### config.mk
export PLATFORM = sky130hd
export DESIGN_NAME = spi_ctrl
export DESIGN_NICKNAME = d
export VERILOG_FILES = /design/src/rtl/spi_ctrl.sv
export SDC_FILE = /design/constraint.sdc
export NUM_CORES = 1
export LEC_CHECK = 0
export CAP_MARGIN = 20
export CORE_MARGIN = 8
export CORE_UTILIZATION = 58
export CTS_CLUSTER_DIAMETER = 80
export DETAILED_ROUTE_END_ITERATION = 12
export PLACE_DENSITY = 0.95
export SYNTH_ARGS = -nofsm -noshare
export SYNTH_HDL_FRONTEND = slang
export SYNTH_SLANG_ARGS = --single-unit
### constraint.sdc
create_clock -name clk -period 4.55 [get_ports clk]
set_clock_uncertainty 0.15 [all_clocks]
set_input_delay 1.365 -clock clk [delete_from_list [all_inputs] [get_ports clk]]
set_output_delay 1.365 -clock clk [all_outputs]
set_load 0.01 [all_outputs]
### src/rtl/spi_ctrl.sv
// -----------------------------------------------------------------------------
// spi_ctrl -- byte-wide SPI master, mode 0 (CPOL=0, CPHA=0), MSB first.
//
// Bridges a CPU register interface (tx byte + start strobe, rx byte + busy)
// to an external SPI slave such as an SD card. The SCK half-period is either
// one clk (fast, SCK = clk/2) or SLOW_HALF clks (slow, for SD-card init).
//
// Ports:
//   clk       system clock, all logic on the rising edge
//   rst       synchronous active-high reset, aborts any transfer
//   txdata    byte to send, sampled on the start cycle
//   txstart   single-cycle start strobe, ignored while busy
//   rxdata    last fully received byte, only updated at end of transfer
//   busy      high while a transfer is in progress
//   slow      SCK speed select, sampled on the start cycle
//   spi_sck   SPI clock, idles low
//   spi_mosi  SPI data out, idles high
//   spi_miso  SPI data in, sampled on rising SCK
// -----------------------------------------------------------------------------
module spi_ctrl #(
    parameter int SLOW_HALF = 32
) (
    input  logic       clk,
    input  logic       rst,
    input  logic [7:0] txdata,
    input  logic       txstart,
    output logic [7:0] rxdata,
    output logic       busy,
    input  logic       slow,
    output logic       spi_sck,
    output logic       spi_mosi,
    input  logic       spi_miso
);

    localparam int DIV_W = (SLOW_HALF > 1) ? $clog2(SLOW_HALF) : 1;

    typedef enum logic [0:0] {
        IDLE = 1'b0,
        XFER = 1'b1
    } state_t;

    state_t             state_r;
    logic [7:0]         tx_sr_r;
    logic [7:0]         rx_sr_r;
    logic [DIV_W-1:0]   div_r;
    logic [3:0]         half_r;     // index of the current SCK half-period, 0..15
    logic               slow_r;     // speed latched at start, immune to later changes
    logic [DIV_W-1:0]   div_lim_s;
    logic               half_end_s;

    // Divider terminal count for the latched speed mode.
    always_comb begin
        div_lim_s = {DIV_W{1'b0}};
        if (slow_r) begin
            div_lim_s = DIV_W'(SLOW_HALF - 1);
        end else begin
            div_lim_s = {DIV_W{1'b0}};
        end
    end

    assign half_end_s = (div_r == div_lim_s);

    // Transfer sequencer: divider, half-period count, shift registers, outputs.
    always_ff @(posedge clk) begin
        if (rst) begin
            state_r  <= IDLE;
            tx_sr_r  <= 8'h00;
            rx_sr_r  <= 8'h00;
            div_r    <= {DIV_W{1'b0}};
            half_r   <= 4'd0;
            slow_r   <= 1'b0;
            rxdata   <= 8'h00;
            busy     <= 1'b0;
            spi_sck  <= 1'b0;
            spi_mosi <= 1'b1;
        end else begin
            case (state_r)
                IDLE: begin
                    if (txstart) begin
                        tx_sr_r  <= txdata;
                        rx_sr_r  <= 8'h00;
                        slow_r   <= slow;
                        div_r    <= {DIV_W{1'b0}};
                        half_r   <= 4'd0;
                        busy     <= 1'b1;
                        spi_sck  <= 1'b0;
                        spi_mosi <= txdata[7];
                        state_r  <= XFER;
                    end else begin
                        busy     <= 1'b0;
                        spi_sck  <= 1'b0;
                        spi_mosi <= 1'b1;
                    end
                end
                XFER: begin
                    if (half_end_s) begin
                        div_r  <= {DIV_W{1'b0}};
                        half_r <= half_r + 4'd1;
                        // Even-indexed half-periods end with a rising SCK edge.
                        if (!half_r[0]) begin
                            spi_sck <= 1'b1;
                            rx_sr_r <= {rx_sr_r[6:0], spi_miso};
                        end else begin
                            spi_sck <= 1'b0;
                            if (half_r == 4'd15) begin
                                rxdata   <= rx_sr_r;
                                busy     <= 1'b0;
                                spi_mosi <= 1'b1;
                                state_r  <= IDLE;
                            end else begin
                                tx_sr_r  <= {tx_sr_r[6:0], 1'b0};
                                spi_mosi <= tx_sr_r[6];
                            end
                        end
                    end else begin
                        div_r <= div_r + DIV_W'(1);
                    end
                end
                default: begin
                    state_r  <= IDLE;
                    busy     <= 1'b0;
                    spi_sck  <= 1'b0;
                    spi_mosi <= 1'b1;
                end
            endcase
        end
    end

endmodule

# --- Yosys cells after proc, flatten, opt, wreduce, memory -nomap -nowiden ---
# Cells that the tools add are included.
totals:
  ff_bits: 37
  word_cells: 61
classes:
  bitwise_logic: 1
  reduce_logical: 7
  n_eq_ne: 8
  addsub: 2
  muxes: 33
op_table:
  columns: ["cell", "count"]
  rows:
  - ["$mux W7", 4]
  - ["$mux W8", 3]
  - ["$pmux W8 S2", 1]
  - ["$mux W5", 3]
  - ["$pmux W7 S2", 1]
  - ["$mux W1", 13]
  - ["$pmux W5 S2", 1]
  - ["$mux W4", 2]
  - ["$pmux W1 S2", 4]
  - ["$pmux W4 S2", 1]
  - ["$reduce_and A4 Y1", 2]
  - ["$ne A2 B1 Y1 const B", 3]
  - ["$ne A2 B2 Y1 const B", 3]
  - ["$reduce_and A2 Y1", 3]
  - ["$reduce_and A3 Y1", 2]
  - ["$add A5 B1 Y5 const B", 1]
  - ["$eq A5 B5 Y1", 1]
  - ["$add A4 B1 Y4 const B", 1]
  - ["$eq A4 B4 Y1 const B", 1]
  - ["$not A1 Y1", 1]

# --- Longest topological paths before layout ---
# Gate-level depths: netlist of the first run.
logic_depth:
  depth_word: 5
  depth_mapped: 6
  mapped_depth_nobuf: 5

# --- Worst setup path after synthesis of the first run ---
# OpenSTA, ideal clock, no wires.
synth_path:
  kind: "in2reg"
  start: "input port txstart"
  end: "register busy"
  cell_stages: 4
  arrival_ps: 2058
  setup_slack_ps: 2251
  t_required_ps: 4309
  cell_sequence: "nor2b_1 clkbuf_1 a21oi_1 a311oi_1"
synth_between:
  elab_chain_cells: 2
synth_rtl:
  columns: ["item", "line", "text"]
  rows:
  - ["start, declared", "26", "input logic txstart,"]
  - ["$mux W1", "79", "if (txstart) begin"]
  - ["$pmux W1 S2", "77", "case (state_r)"]
  - ["end signal, assigned", "73", "busy <= 1'b0;"]
  - ["end signal, assigned", "85", "busy <= 1'b1;"]
  - ["end signal, assigned", "90", "busy <= 1'b0;"]
  - ["end, declared", "28", "output logic busy,"]
# No other way between the ends.
# A chain may end at the register's enable or synchronous reset.

# --- Worst setup path in the final report of the first run ---
layout_path:
  start: "register busy"
  end: "output port busy"
# No word-level cell between the ends.

==> summary.txt, run 1 <==
Max-cap viol count -> 0
Ys async rst share -> 0%
Fin cells -> 240
GRT busiest layer -> met2
Fmax -> 362 MHz
Wire per inst -> 15.0 µm
I/O pin total -> 24
Hold_buf cts -> 0
Fill cells -> 228
Remaining Overflow, GRT -> 0
DRC Markers -> 0
Final TNS setup -> 0 ps
ANT cells -> 0
Routed WL -> 3590 µm
Dpl cell area -> 1970 µm²
Post-detail-place hpwl -> 2510 µm
Peak per-stage delay on the critical path -> 550 ps
Final ANT Viol Nets -> 0
Min setup slack post-route -> 1790 ps
Hold path depth -> 2
Final setup violation count -> 0
Worst Hold Path EP -> rxdata[4]
Hold Path Class -> register to register
Post-synthesis cell count -> 189
Final slew viol count -> 0
Gpl congestion -> 0.779
Critical Setup Path Class -> register to output port
DIE AREA -> 5040 µm²
Min-delay src -> rxdata[4]
Vias in the first global route -> 1399
Layout area overhead -> 16.5%
Grt met2 use -> 24.2%
DRC marker count from the first detailed-route iteration -> 89
Design Area, Final -> 2040 µm²
Rows -> 20
Avg Inst Size Synth -> 9.28 µm²
Unique cell type count in the Yosys netlist -> 46
Final hold vios -> 0
Final hold slack -> 312 ps
FF-to-FF setup slack -> 2290 ps
Reg2reg start -> state_r
Pre-antenna DRT Iters -> 4
Core box area -> 2950 µm²
TritonCTS Buffers -> 5
Relative slew slack -> 47.0%
FF-to-FF End -> rxdata[3]
CP max FO -> 2
Total Routing Usage GR -> 15.2%
Reg clk slew, reported paths -> 110 ps
First-pass GRT wire length -> 6350 µm
Worst-Margin Slew -> 794 ps
H-tree levels -> 2
Period utilisation layout -> 60.7%
RSZ-0062 raised after global routing -> false
Met1 Use GR -> 18.6%
Syn_nets -> 204
Nets@finish -> 221
Fin crit period -> 2760 ps
#FFs+latches synth -> 37
Sequential area share after synthesis -> 42.2%
Number of synthesized flops with an enable pin -> 0
Outcome -> finished clean
Antenna violations before repair -> 0
Die Wd -> 71.0 µm
Chip Height -> 71.0 µm
R2R depth -> 4
Setup bufs post-CTS -> 0
Worst-Skew Late Latency -> 330 ps
Vias per cell -> 6.07
Largest net degree at the start of global routing -> 26
Worst vdd ir -> 244 µV
Clock root buffer -> clkbuf_4
Sink Count -> 37
Place WS -> 1440 ps
Port bufs -> 23
Dpl cells -> 232
CTS tree -> yes
CP arrival -> 1250 ps
Initial Util -> 59.4%
CP startpoint kind -> register
Synth warn -> 0
Leakage -> 0.758 nW
Cts repair resizes -> 0
Worst Path Buf+Inv -> 1
Via count -> 1457
Critical Path RT -> 3030 ps
CP Capture Type -> output port
Layout cell share with drive strength beyond 1 -> 9.66%
Max Root-Sink Buffers -> 2
Top FF cell, synth -> dfxtp_1
Mapped cell area -> 1750 µm²
Met3 usage -> 2.97%
Largest delay contributor family on the critical path -> buffers and inverters
Critical path cell sequence -> clkdlybuf4s50_1
Pwr Density -> 301 nW/µm²
Slowest CP cell -> clkdlybuf4s50_1
-- metal layers --
| layer | part of all wire [%] | up-vias |
|---|---|---|
| met4 | 1.7 | 0 |
| met5 | 0 | - |
| met1 | 45 | 688 |
| met3 | 3.7 | 5 |
| met2 | 49 | 35 |
| li1 | - | 729 |
-- through the flow --
step | power [W] | util [%]
2_1_floorplan | 0.000403 | -
3_5_place_dp | 0.000427 | 66.8
6_report | 0.000615 | 69.2
3_3_place_gp | 0.000425 | 66.8
4_1_cts | 0.000619 | 69.2
5_1_grt | 0.000641 | 69.2
-- report_power, final --
group          switching, W  leakage (nW)  internal, W
Clock              0.000105        0.0413    0.0000896
Sequential        0.0000123         0.301     0.000334
Combinational     0.0000373         0.415    0.0000363
-- flip-flops by register name, indices dropped and copies added (netlist names) --
register / flops
half_r: 4
slow_r: 1
rx_sr_r: 8
spi_sck: 1
busy: 1
tx_sr_r: 7
spi_mosi: 1
state_r: 1
rxdata: 8
div_r: 5
-- synthesized netlist by cell type (2+ instances only) --
cell type  number  area, µm²
nand2b_1        3       18.8
nand2_1        24       90.1
ha_1            2       25.0
a211oi_1       12       90.1
nor2_1          5       18.8
nor3_1          4       20.0
a22oi_1         2       15.0
a31oi_1         4       25.0
and3_1          5       31.3
clkbuf_1        7       26.3
o21ai_0         2       10.0
dfxtp_1        37        741
mux2i_1        23        230
buf_2           6       30.0
nand3_1        17       85.1
a21oi_1         6       30.0
-- layout make-up --
type	instances	area (µm²)	area share (%)
clock buffers	7	65.1	3.18
clock inverters	1	5.00	0.245
inverters	2	7.51	0.367
multi-input cells	135	938	45.9
flip-flops and latches	37	741	36.3
well taps	33	41.3	2.02
repair buffers	25	245	12.0
-- logic make-up (layout without fill, tap and decap cells) --
family          Yosys count  count (layout)  synth area share, %
simple gates             71              71                 22.2
compound gates           39              39                 16.8
flops                    37              37                 42.2
mux                      23              23                 13.1
buf+inv                  17              35                 4.28
fa+ha+maj                 2               2                 1.43
-- cells in the final DEF (no fill, tap or decap), types with 2 or more instances in the layout --
cell / synthesis / final
a31oi_1: 4 / 4
a22oi_1: 2 / 2
ha_1: 2 / 2
a211oi_1: 12 / 12
nor3_1: 4 / 4
clkdlybuf4s50_1: 0 / 23
o21ai_0: 2 / 2
clkbuf_8: 0 / 2
nor2_1: 5 / 5
dfxtp_1: 37 / 37
nand2_1: 24 / 24
clkbuf_4: 0 / 5
and3_1: 5 / 5
nand2b_1: 3 / 3
a21oi_1: 6 / 6
nand3_1: 17 / 17
mux2i_1: 23 / 23
buf_4: 1 / 2
-- how the worst max path moves through the flow --
stage          startpoint          to  cells past startpoint
2_1_floorplan     txstart        busy                      4
3_3_place_gp      txstart   half_r[2]                      4
3_5_place_dp      txstart   half_r[2]                      4
4_1_cts              busy        busy                      1
5_1_grt           txstart  tx_sr_r[2]                      4
6_report             busy        busy                      1
No activity file was read; power rests on OpenSTA's default activity.
==> run 2, diff against run 1 <==
--- a/config.mk
+++ b/config.mk
@@ -7,10 +7,10 @@
 export LEC_CHECK = 0
 export CAP_MARGIN = 20
 export CORE_MARGIN = 8
-export CORE_UTILIZATION = 58
+export CORE_UTILIZATION = 48
 export CTS_CLUSTER_DIAMETER = 80
 export DETAILED_ROUTE_END_ITERATION = 12
-export PLACE_DENSITY = 0.95
+export PLACE_DENSITY = 0.85
 export SYNTH_ARGS = -nofsm -noshare
 export SYNTH_HDL_FRONTEND = slang
 export SYNTH_SLANG_ARGS = --single-unit
==> constraint.sdc (replaced) <==
create_clock -name clk -period 2.4 [get_ports clk]
set_clock_uncertainty 0.15 [all_clocks]
set_input_delay 0.72 -clock clk [delete_from_list [all_inputs] [get_ports clk]]
set_output_delay 0.72 -clock clk [all_outputs]
set_load 0.01 [all_outputs]
==> summary.txt, run 2 (synthesis gave the netlist of run 1 again) <==
Reg clk slew, reported paths -> 120 ps (about the same)
Final Power -> 0.00112 W (+82%)
Internal power -> 0.000819 W (+78%)
Fill cells -> 328 (+44%)
Vias per cell -> 5.60 (-7.8%)
Leakage -> 0.768 nW (+1.3%)
Fin crit period -> 2150 ps
Slowest CP cell -> clkdlybuf4s50_1
Register area -> 741 µm² (unchanged)
Final TNS setup -> 0 ps (unchanged)
Fmax -> 466 MHz
Commonest non-fill, non-tap cell in the layout -> dfxtp_1
Clock root buffer -> clkbuf_4
Dpl cells -> 251 (+8.2%)
Largest net degree at the start of global routing -> 25 (-3.8%)
Final hold vios -> 0 (unchanged)
I/O pin total -> 24 (unchanged)
Period utilisation layout -> 89.4%
Final ANT Viol Nets -> 0 (unchanged)
Nets@finish -> 225 (+1.8%)
Pwr Density -> 541 nW/µm² (+80%)
Initial Util -> 49.0% (-10 points)
Sw Share -> 27.0% (+1.8 points)
Dpl cell area -> 2020 µm² (+2.5%)
Hold_buf cts -> 0 (unchanged)
Routed WL -> 3730 µm (+3.8%)
Top flop regs -> rx_sr_r: 8 flops, rxdata: 8 flops, tx_sr_r: 7 flops
Max-cap viol count -> 0 (unchanged)
Hold Path Class -> register to register
Die Wd -> 76.5 µm (+7.7%)
DRC marker count from the first detailed-route iteration -> 119 (+34%)
Worst vdd ir -> 350 µV (+43%)
CP startpoint kind -> register
Flop pwr share -> 58.0% (+1.7 points)
Final slew viol count -> 0 (unchanged)
Vias in the first global route -> 1350 (-3.5%)
Chip Height -> 76.5 µm (+7.7%)
Via count -> 1450 (-0.48%)
Sink Count -> 37 (unchanged)
Switching pwr -> 0.000303 W (+95%)
Critical Setup Path Class -> register to output port
Peak per-stage delay on the critical path -> 550 ps (about the same)
Wire per inst -> 14.4 µm (-3.8%)
Gpl congestion -> 0.808 (+3.7%)
Max Root-Sink Buffers -> 2 (unchanged)
DRC Markers -> 0 (unchanged)
Cts repair resizes -> 0 (unchanged)
First-pass GRT wire length -> 6220 µm (-2.2%)
CP arrival -> 1280 ps (+30 ps)
Final setup violation count -> 0 (unchanged)
Largest delay contributor family on the critical path -> buffers and inverters
Critical Path RT -> 1530 ps (-1500 ps)
Worst-Skew Late Latency -> 350 ps (+20 ps)
Worst Path Buf+Inv -> 1 (unchanged)
Fin cells -> 259 (+7.9%)
Port bufs -> 23 (unchanged)
Post-detail-place hpwl -> 2660 µm (+6.1%)
Antenna violations before repair -> 0 (unchanged)
H-tree levels -> 2 (unchanged)
Relative slew slack -> 70.7% (+24 points)
Total Routing Usage GR -> 12.8% (-2.4 points)
Worst-Margin Slew -> 436 ps (-357 ps)
Remaining Overflow, GRT -> 0 (unchanged)
Layout area overhead -> 18.2%
Combinational share of power -> 13.8% (+1.8 points)
TritonCTS Buffers -> 5 (unchanged)
Most frequent cells in the layout -> dfxtp_1 (37), nand2_1 (24), mux2i_1 (23), clkdlybuf4s50_1 (23), nand3_1 (17)
CTS tree -> yes
Rows -> 22 (+10%)
RSZ-0062 raised after global routing -> false
Setup bufs post-CTS -> 0 (unchanged)
Pre-antenna DRT Iters -> 4 (unchanged)
ANT cells -> 0 (unchanged)
Area of the multi-input gates -> 938 µm² (unchanged)
CP Capture Type -> output port
Power share of the clock group -> 28.2% (-3.5 points)
DIE AREA -> 5840 µm² (+16%)
CP max FO -> 2 (unchanged)
Design Area, Final -> 2070 µm² (+1.5%)
Core box area -> 3580 µm² (+21%)
Critical path cell sequence -> clkdlybuf4s50_1
Layout cell share with drive strength beyond 1 -> 10.9% (+1.2 points)
Outcome -> finished clean
[run 2: per-stage QoR]
| step | hold WS (ps) | setup WS, ps | utilization [%] |
|---|---|---|---|
| after floorplan | 288 | 736 | - |
| after global placement | 297 | 141 | 56.5 |
| after detailed placement | 298 | 164 | 56.5 |
| after CTS | 313 | 237 | 57.9 |
| after global routing | 337 | 206 | 57.9 |
| final | 310 | 255 | 57.9 |
[run 2: area by class of cell]
| cell class | count | share of cell area, % |
|---|---|---|
| clock buffer | 6 | 1.99 |
| tap | 48 | 2.90 |
| timing repair buffer | 29 | 13.3 |
| multi-input combinational | 135 | 45.3 |
| inverter | 2 | 0.362 |
| sequential | 37 | 35.7 |
| clock inverter | 2 | 0.483 |
[run 2: path summary, 6_finish.rpt]
kind	from	endpoint	slack, ps	cells past startpoint
setup / recovery	busy	busy	250	1
hold / removal	rxdata[3]	rxdata[3]	310	2
setup reg to reg	half_r[0]	tx_sr_r[6]	440	5
hold reg to reg	rxdata[3]	rxdata[3]	310	2
[run 2: tightest hold or removal path: stages, from the launching register on]
cell	delay [ps]
dfxtp_1	320
nand2_1	50
mux2i_1	50
[run 2: power groups by stage]
stage | Combinational, W | Clock, W | Sequential, W
3_5_place_dp | 0.000154 | 0 | 0.000664
5_1_grt | 0.000168 | 0.000349 | 0.000653
3_3_place_gp | 0.000151 | 0 | 0.000663
4_1_cts | 0.000155 | 0.000327 | 0.000650
2_1_floorplan | 0.000105 | 0 | 0.000658
6_report | 0.000155 | 0.000316 | 0.000650
[run 2: per-layer routing]
layer | share of wire (%) | GRT usage, % | up-vias
li1 | - | - | 739
met1 | 47 | 15.6 | 677
met2 | 48 | 20.1 | 28
met3 | 3.7 | 3.66 | 6
met4 | 1.9 | 6.35 | 0
met5 | 0 | 0 | -
